==> config.mk <==
export PLATFORM = sky130hd
export DESIGN_NAME = axis_test_gen
export DESIGN_NICKNAME = d
export VERILOG_FILES = /design/src/rtl/axis_test_gen.sv
export SDC_FILE = /design/constraint.sdc
export NUM_CORES = 1
export LEC_CHECK = 0
export CORE_ASPECT_RATIO = 1.2
export CORE_UTILIZATION = 30
export DETAILED_ROUTE_END_ITERATION = 12
export PLACE_DENSITY = 0.49
export SYNTH_ARGS = -nofsm -noshare
export SYNTH_HDL_FRONTEND = slang
export SYNTH_SLANG_ARGS = --single-unit
==> constraint.sdc <==
create_clock -name i_link_clk -period 11.6 [get_ports i_link_clk]
set_input_delay 2.32 -clock i_link_clk [delete_from_list [all_inputs] [get_ports i_link_clk]]
set_output_delay 2.32 -clock i_link_clk [all_outputs]
set_load 0.02 [all_outputs]
==> src/rtl/axis_test_gen.sv <==
// -----------------------------------------------------------------------------
// axis_test_gen
//
// AXI-Stream test-pattern source for the 128-bit link datapath. A start pulse
// launches a run of fixed-length packets separated by a programmable idle gap.
// Every beat describes itself, so a sink can check it without side information:
//   tdata[127:96] packet index (pkt_cnt at packet start, zero-extended)
//   tdata[ 95:64] beat index within the packet (zero-extended)
//   tdata[ 63: 0] payload word (incrementing counter, or a PRBS when enabled)
//   tlast         set on beat index == effective pkt_len - 1
//
// Build option:
//   AXIS_TEST_GEN_PRBS_EN  when defined, the payload is a 64-bit Fibonacci LFSR
//                          (taps 63,62,60,59; seed 64'h1). When undefined, the
//                          payload is a counter starting at 0 and no LFSR
//                          logic exists.
//
// Ports:
//   i_link_clk            stream clock, all logic on the rising edge
//   i_rst                 asynchronous active-high reset
//   i_start               one-cycle pulse: latch config and begin a run
//   i_stop                one-cycle pulse: finish current packet, end the run
//   i_pkt_len             beats per packet (0 behaves as 1)
//   i_gap_len             idle cycles between packets
//   i_pkt_num             packets per run (0 = until stop)
//   o_m_axis_link_tdata   beat data
//   o_m_axis_link_tlast   last beat of packet
//   o_m_axis_link_tvalid  beat valid
//   i_m_axis_link_tready  sink ready
//   o_busy                run in progress
//   o_done                one-cycle pulse when a run ends
//   o_pkt_cnt             packets completed in the current/last run
// -----------------------------------------------------------------------------
module axis_test_gen #(
    parameter int PKT_LEN_W = 16
) (
    input  logic                 i_link_clk,
    input  logic                 i_rst,
    input  logic                 i_start,
    input  logic                 i_stop,
    input  logic [PKT_LEN_W-1:0] i_pkt_len,
    input  logic [7:0]           i_gap_len,
    input  logic [15:0]          i_pkt_num,
    output logic [127:0]         o_m_axis_link_tdata,
    output logic                 o_m_axis_link_tlast,
    output logic                 o_m_axis_link_tvalid,
    input  logic                 i_m_axis_link_tready,
    output logic                 o_busy,
    output logic                 o_done,
    output logic [15:0]          o_pkt_cnt
);

    typedef enum logic [1:0] {
        ST_IDLE,
        ST_SEND,
        ST_GAP
    } state_t;

    // -------------------------------------------------------------------------
    // Registers and their next-state values
    // -------------------------------------------------------------------------
    state_t                 r_state,     w_state_next;
    logic [PKT_LEN_W-1:0]   r_last_idx,  w_last_idx_next;   // effective pkt_len - 1
    logic [7:0]             r_gap_len,   w_gap_len_next;
    logic [15:0]            r_pkt_num,   w_pkt_num_next;
    logic [15:0]            r_pkt_cnt,   w_pkt_cnt_next;
    logic [PKT_LEN_W-1:0]   r_beat_idx,  w_beat_idx_next;
    logic [63:0]            r_payload,   w_payload_next;
    logic [7:0]             r_gap_cnt,   w_gap_cnt_next;
    logic                   r_stop_pend, w_stop_pend_next;
    logic [127:0]           r_tdata,     w_tdata_next;
    logic                   r_tlast,     w_tlast_next;
    logic                   r_tvalid,    w_tvalid_next;
    logic                   r_busy,      w_busy_next;
    logic                   r_done,      w_done_next;

    // -------------------------------------------------------------------------
    // Combinational helpers
    // -------------------------------------------------------------------------
    logic                   w_accept;
    logic [63:0]            w_payload_adv;
    logic [15:0]            w_pkt_cnt_inc;
    logic [PKT_LEN_W-1:0]   w_beat_inc;
    logic [PKT_LEN_W-1:0]   w_start_last_idx;
    logic                   w_stop_any;
    logic                   w_run_end;

`ifdef AXIS_TEST_GEN_PRBS_EN
    localparam logic [63:0] PAYLOAD_SEED = 64'h1;
    assign w_payload_adv = {r_payload[62:0],
                            r_payload[63] ^ r_payload[62] ^ r_payload[60] ^ r_payload[59]};
`else
    localparam logic [63:0] PAYLOAD_SEED = 64'h0;
    assign w_payload_adv = r_payload + 64'd1;
`endif

    assign w_accept         = r_tvalid & i_m_axis_link_tready;
    assign w_pkt_cnt_inc    = r_pkt_cnt + 16'd1;
    assign w_beat_inc       = r_beat_idx + PKT_LEN_W'(1);
    // A zero length is folded to one beat at latch time, so tlast is a
    // simple equality compare everywhere else.
    assign w_start_last_idx = (i_pkt_len == '0) ? '0 : (i_pkt_len - PKT_LEN_W'(1));
    // A stop arriving in the very cycle of the final beat is honoured too.
    assign w_stop_any       = r_stop_pend | i_stop;
    assign w_run_end        = w_stop_any |
                              ((r_pkt_num != 16'd0) && (w_pkt_cnt_inc == r_pkt_num));

    function automatic logic [127:0] pack_beat(
        input logic [15:0]          pkt,
        input logic [PKT_LEN_W-1:0] beat,
        input logic [63:0]          pay
    );
        return {16'd0, pkt, 32'(beat), pay};
    endfunction

    // -------------------------------------------------------------------------
    // Next-state and output logic
    // -------------------------------------------------------------------------
    always_comb begin
        w_state_next     = r_state;
        w_last_idx_next  = r_last_idx;
        w_gap_len_next   = r_gap_len;
        w_pkt_num_next   = r_pkt_num;
        w_pkt_cnt_next   = r_pkt_cnt;
        w_beat_idx_next  = r_beat_idx;
        w_payload_next   = r_payload;
        w_gap_cnt_next   = r_gap_cnt;
        w_stop_pend_next = r_stop_pend;
        w_tdata_next     = r_tdata;
        w_tlast_next     = r_tlast;
        w_tvalid_next    = r_tvalid;
        w_busy_next      = r_busy;
        w_done_next      = 1'b0;

        case (r_state)
            ST_IDLE: begin
                w_tvalid_next    = 1'b0;
                w_busy_next      = 1'b0;
                w_stop_pend_next = 1'b0;   // stop alone, or alongside start, is dropped
                if (i_start) begin
                    w_last_idx_next = w_start_last_idx;
                    w_gap_len_next  = i_gap_len;
                    w_pkt_num_next  = i_pkt_num;
                    w_pkt_cnt_next  = 16'd0;
                    w_beat_idx_next = '0;
                    w_payload_next  = PAYLOAD_SEED;
                    w_tdata_next    = pack_beat(16'd0, '0, PAYLOAD_SEED);
                    w_tlast_next    = (w_start_last_idx == '0);
                    w_tvalid_next   = 1'b1;
                    w_busy_next     = 1'b1;
                    w_state_next    = ST_SEND;
                end
            end

            ST_SEND: begin
                if (i_stop) begin
                    w_stop_pend_next = 1'b1;
                end
                if (w_accept) begin
                    w_payload_next = w_payload_adv;
                    if (!r_tlast) begin
                        w_beat_idx_next = w_beat_inc;
                        w_tdata_next    = pack_beat(r_pkt_cnt, w_beat_inc, w_payload_adv);
                        w_tlast_next    = (w_beat_inc == r_last_idx);
                    end else begin
                        w_pkt_cnt_next  = w_pkt_cnt_inc;
                        w_beat_idx_next = '0;
                        if (w_run_end) begin
                            w_tvalid_next    = 1'b0;
                            w_tlast_next     = 1'b0;
                            w_busy_next      = 1'b0;
                            w_done_next      = 1'b1;
                            w_stop_pend_next = 1'b0;
                            w_state_next     = ST_IDLE;
                        end else if (r_gap_len == 8'd0) begin
                            // Back-to-back packets: no bubble between them.
                            w_tdata_next = pack_beat(w_pkt_cnt_inc, '0, w_payload_adv);
                            w_tlast_next = (r_last_idx == '0);
                        end else begin
                            w_tvalid_next  = 1'b0;
                            w_tlast_next   = 1'b0;
                            w_gap_cnt_next = r_gap_len;
                            w_state_next   = ST_GAP;
                        end
                    end
                end
            end

            ST_GAP: begin
                if (w_stop_any) begin
                    w_busy_next      = 1'b0;
                    w_done_next      = 1'b1;
                    w_stop_pend_next = 1'b0;
                    w_state_next     = ST_IDLE;
                end else if (r_gap_cnt <= 8'd1) begin
                    // The count is loaded with gap_len on entry, so leaving on
                    // the count of one gives exactly gap_len idle cycles.
                    w_tdata_next  = pack_beat(r_pkt_cnt, '0, r_payload);
                    w_tlast_next  = (r_last_idx == '0);
                    w_tvalid_next = 1'b1;
                    w_state_next  = ST_SEND;
                end else begin
                    w_gap_cnt_next = r_gap_cnt - 8'd1;
                end
            end

            default: begin
                w_tvalid_next = 1'b0;
                w_busy_next   = 1'b0;
                w_state_next  = ST_IDLE;
            end
        endcase
    end

    // -------------------------------------------------------------------------
    // State registers
    // -------------------------------------------------------------------------
    always_ff @(posedge i_link_clk or posedge i_rst) begin
        if (i_rst) begin
            r_state     <= ST_IDLE;
            r_last_idx  <= '0;
            r_gap_len   <= 8'd0;
            r_pkt_num   <= 16'd0;
            r_pkt_cnt   <= 16'd0;
            r_beat_idx  <= '0;
            r_payload   <= PAYLOAD_SEED;
            r_gap_cnt   <= 8'd0;
            r_stop_pend <= 1'b0;
            r_tdata     <= 128'd0;
            r_tlast     <= 1'b0;
            r_tvalid    <= 1'b0;
            r_busy      <= 1'b0;
            r_done      <= 1'b0;
        end else begin
            r_state     <= w_state_next;
            r_last_idx  <= w_last_idx_next;
            r_gap_len   <= w_gap_len_next;
            r_pkt_num   <= w_pkt_num_next;
            r_pkt_cnt   <= w_pkt_cnt_next;
            r_beat_idx  <= w_beat_idx_next;
            r_payload   <= w_payload_next;
            r_gap_cnt   <= w_gap_cnt_next;
            r_stop_pend <= w_stop_pend_next;
            r_tdata     <= w_tdata_next;
            r_tlast     <= w_tlast_next;
            r_tvalid    <= w_tvalid_next;
            r_busy      <= w_busy_next;
            r_done      <= w_done_next;
        end
    end

    assign o_m_axis_link_tdata  = r_tdata;
    assign o_m_axis_link_tlast  = r_tlast;
    assign o_m_axis_link_tvalid = r_tvalid;
    assign o_busy               = r_busy;
    assign o_done               = r_done;
    assign o_pkt_cnt            = r_pkt_cnt;

endmodule

==> flow_metrics.tcl <==
set metrics [dict create \
    grt-ovfl-total 0 \
    antenna_found_initial 0 \
    diodes 0 \
    finalWeightedCongestion 0.848 \
    place.port_buffers 160 \
    critical-path-slowest-cell "a2bb2oi_1" \
    synth.mux.area_fraction_pct 3.44 \
    finalSetupViolCount 0 \
    first_pass_iters 5 \
    p_leak_nw 6.96 \
    clkLatencyLatePin_ns 0.58 \
    synth.avg_cell_area_um2 8.49 \
    floorplan.initialDensity_pct 30.4 \
    global_route_wire_length_before_repair_mm 74.5 \
    crit_fanout 89 \
    critical_path_arrival_ns 5.79 \
    routed_wl_mm 46.7 \
    die_w_um 206 \
    tightestPinTransition_ns 1.02 \
    number_of_global_route_vias_before_repair 12800 \
    drt.antenna.violating_nets 0 \
    synth_simple_gate_area_share_pct 21.5 \
    synth.largest_area_cell "dfrtp_1" \
    grt_usage_pct 18.5 \
    postSynth.asyncResetShare_pct 100 \
    largest_voltage_drop_on_the_vdd_net_mv 0.141 \
    required_ns 12.02 \
    power.density_mw_per_mm2 216 \
    run_status "finished clean" \
    floorplan.io_pins 193 \
    pnr_total_power_mw 3.83 \
    final-hold-violation-count 0 \
    post_cts_resize_count 0 \
    rsz_0062_raised_after_global_routing "false" \
    worst_clock_skew_ns 0.0114 \
    nets 1879 \
    path_common_cell "buf_4" \
    clock_path_buffers 3 \
    kind_of_capture_point_of_the_worst_setup_path "register" \
    crit_path_max_incr_delay_ns 0.72 \
    numCtsBuffers 30 \
    synth_xor_xnor_area_share_pct 4.63 \
    cts_tree "yes" \
    timing.slew.headroom_pct 31.8 \
    post-route-cell-area_mm2 0.0177 \
    clk_root_buffer_cell "clkbuf_16" \
    route.detailed.vias_per_inst 5.30 \
    detailed_place.area_mm2 0.0167 \
    die-area_mm2 0.0507 \
    cp_top_family "buffers and inverters" \
    row_count 89 \
    synth_top_family_by_area "simple AND/OR/NAND/NOR gates" \
    die_height_um 246 \
    critPathLaunchType "input pin" \
    min_period_over_period_pct 46.3 \
    crit_path_cell_trace "clkdlybuf4s50_1, a2bb2oi_1, nand2_1, nor2_2, nand3_1, a2bb2oi_4, buf_4, buf_4, a221oi_1, a21oi_1" \
    post-cts-setup-buffer-count 0 \
    syn_to_final_growth_pct 18.7 \
    clkSinkCount 247 \
    synth_most_common_cell "nand2_1" \
    setup_tns_ns 0 \
    biggest_area_contributors_in_the_synthesized_netlist "dfrtp_1 41%, nand2_1 6.9%, o21ai_0 4.8%" \
    dp_hpwl_mm 32.0 \
    drt_first_iter_violations 777 \
    cap_viol_max_count 0 \
    worstHoldPathType "reg2reg" \
    synth.ff_latch_count 247 \
    post_route_cells_drive_above_1_share_pct 6.98 \
    synth.lib_cells_used.distinct 79 \
    layout_min_cycle_time_ns 5.37 \
    core_area_mm2 0.0491 \
    mappedNetlistArea_mm2 0.0149 \
    critical_path.n_buffers_inverters 3 \
    dominant_register_cell_in_the_synthesized_netlist "dfrtp_1" \
    synth_seq_area_share_pct 41.4 \
    place_inst 2428 \
    vias 13200 \
    postLayoutSetupSlackWorst_ns 6.23 \
    slack_of_the_worst_reg_to_reg_path_ns 6.52 \
    htree_levels 1 \
    number_of_synthesized_flops_with_an_enable_pin 0 \
    area_fraction_in_compound_gates_after_synthesis_pct 21.2 \
    count_of_fill_cells_added_during_filler_insertion 5027 \
    detail_route.wl_per_cell_um 18.8 \
    grt_max_degree 127 \
    timing.fmax_mhz 186 \
    slew_viol_final 0 \
    post_synth_inst_count 1758 \
    layout.cells.non_filler 2484 \
    yosys-top-cells-count "273 x nand2_1, 247 x dfrtp_1, 143 x o21ai_0, 94 x a21oi_1, 91 x clkbuf_1" \
    setup.worst_path.class "in2reg" \
    synthesis.yosys.warnings 0 \
    drt_drc_violations_left 0 \
    yosysTopAreaCellShare_pct 41.4 \
    synth_fa_ha_area_share_pct 0.922 \
    cts.hold.buffers_added 0 \
    clk_pin_slew_ns 0.06 \
    place_ws_ns 5.60 \
]
-- cell families after synthesis --
logic type	count (synthesis)
AOI/OAI and AO/OA	507
xor gates and xnor gates	79
adders and majority gates	11
buffers and inverters	208
DFF	247
muxes	48
other	1
and+or+nand+nor	657
-- report_power, final --
part / leakage, nW / internal [mW] / switching, mW
clock network: 0.497 / 0.577 / 0.393
logic: 3.13 / 0.502 / 1.15
registers: 3.32 / 1.02 / 0.192
-- cell type report --
type	count	area, µm²	area share (%)
clock buffer	45	898	5.07
timing repair buffer	177	1730	9.76
inverter	33	131	0.741
multi-input combinational	1334	7870	44.4
tap	637	797	4.50
sequential	247	6180	34.9
clock inverter	11	114	0.642
-- per-stage QoR --
step	hold slack [ns]	util [%]
after floorplan	0.477	-
after global placement	0.464	34.0
after detailed placement	0.473	34.0
after CTS	0.486	36.1
after global routing	0.505	36.1
final	0.477	36.1
-- final timing paths --
check                                                     from                                  end  cells after the start
max reg2reg                           o_pkt_cnt[0]$_DFFE_PP0P_  o_m_axis_link_tdata[13]$_DFFE_PP0P_                     11
max in group asynchronous                                i_rst  o_m_axis_link_tdata[57]$_DFFE_PP0P_                      4
min reg2reg                o_m_axis_link_tdata[25]$_DFFE_PP0P_  o_m_axis_link_tdata[25]$_DFFE_PP0P_                      2
max                                                    i_start  o_m_axis_link_tdata[35]$_DFFE_PP0P_                     10
min in group asynchronous                                i_rst              r_stop_pend$_DFFE_PP0P_                      2
min                        o_m_axis_link_tdata[25]$_DFFE_PP0P_  o_m_axis_link_tdata[25]$_DFFE_PP0P_                      2
-- worst reg2reg max path: stages, from the launching register on --
cell	delay [ns]
dfrtp_1	0.67
ha_1	0.63
and4_1	0.35
nand3_1	0.27
mux2_2	0.32
mux2i_1	0.10
nor4_4	0.66
a2bb2oi_4	0.19
buf_4	0.71
buf_4	0.79
a211oi_1	0.10
a21o_1	0.19
-- registers in the layout (all words and copies together), names as in the netlist --
| name | cells |
|---|---|
| o_m_axis_link_tdata | 96 |
| r_payload | 64 |
| o_pkt_cnt | 16 |
| r_beat_idx | 16 |
| r_last_idx | 16 |
| r_pkt_num | 16 |
| r_gap_cnt | 8 |
| r_gap_len | 8 |
| r_state | 2 |
| o_busy | 1 |
| o_done | 1 |
| o_m_axis_link_tlast | 1 |
| o_m_axis_link_tvalid | 1 |
| r_stop_pend | 1 |
-- routing by layer --
layer  global-route usage, %  wire length (µm)  vias to the layer above
met3                    2.30              2140                       70
li1                        -                 -                     6396
met1                    23.5             20100                     6370
met2                    32.3             23400                      334
met4                    5.77              1160                        0
met5                       0                 0                        -
-- layout by cell type (no fill, tap or decap), types with 32 or more instances in the layout --
master,n
nand3_1,60
o31ai_1,82
dfrtp_1,247
nand2_1,271
clkdlybuf4s50_1,160
o21ai_0,142
o21ai_1,50
xnor2_1,50
nor2_1,86
conb_1,32
a21oi_1,94
nor3_1,83
(Power assumes the default switching activity.)
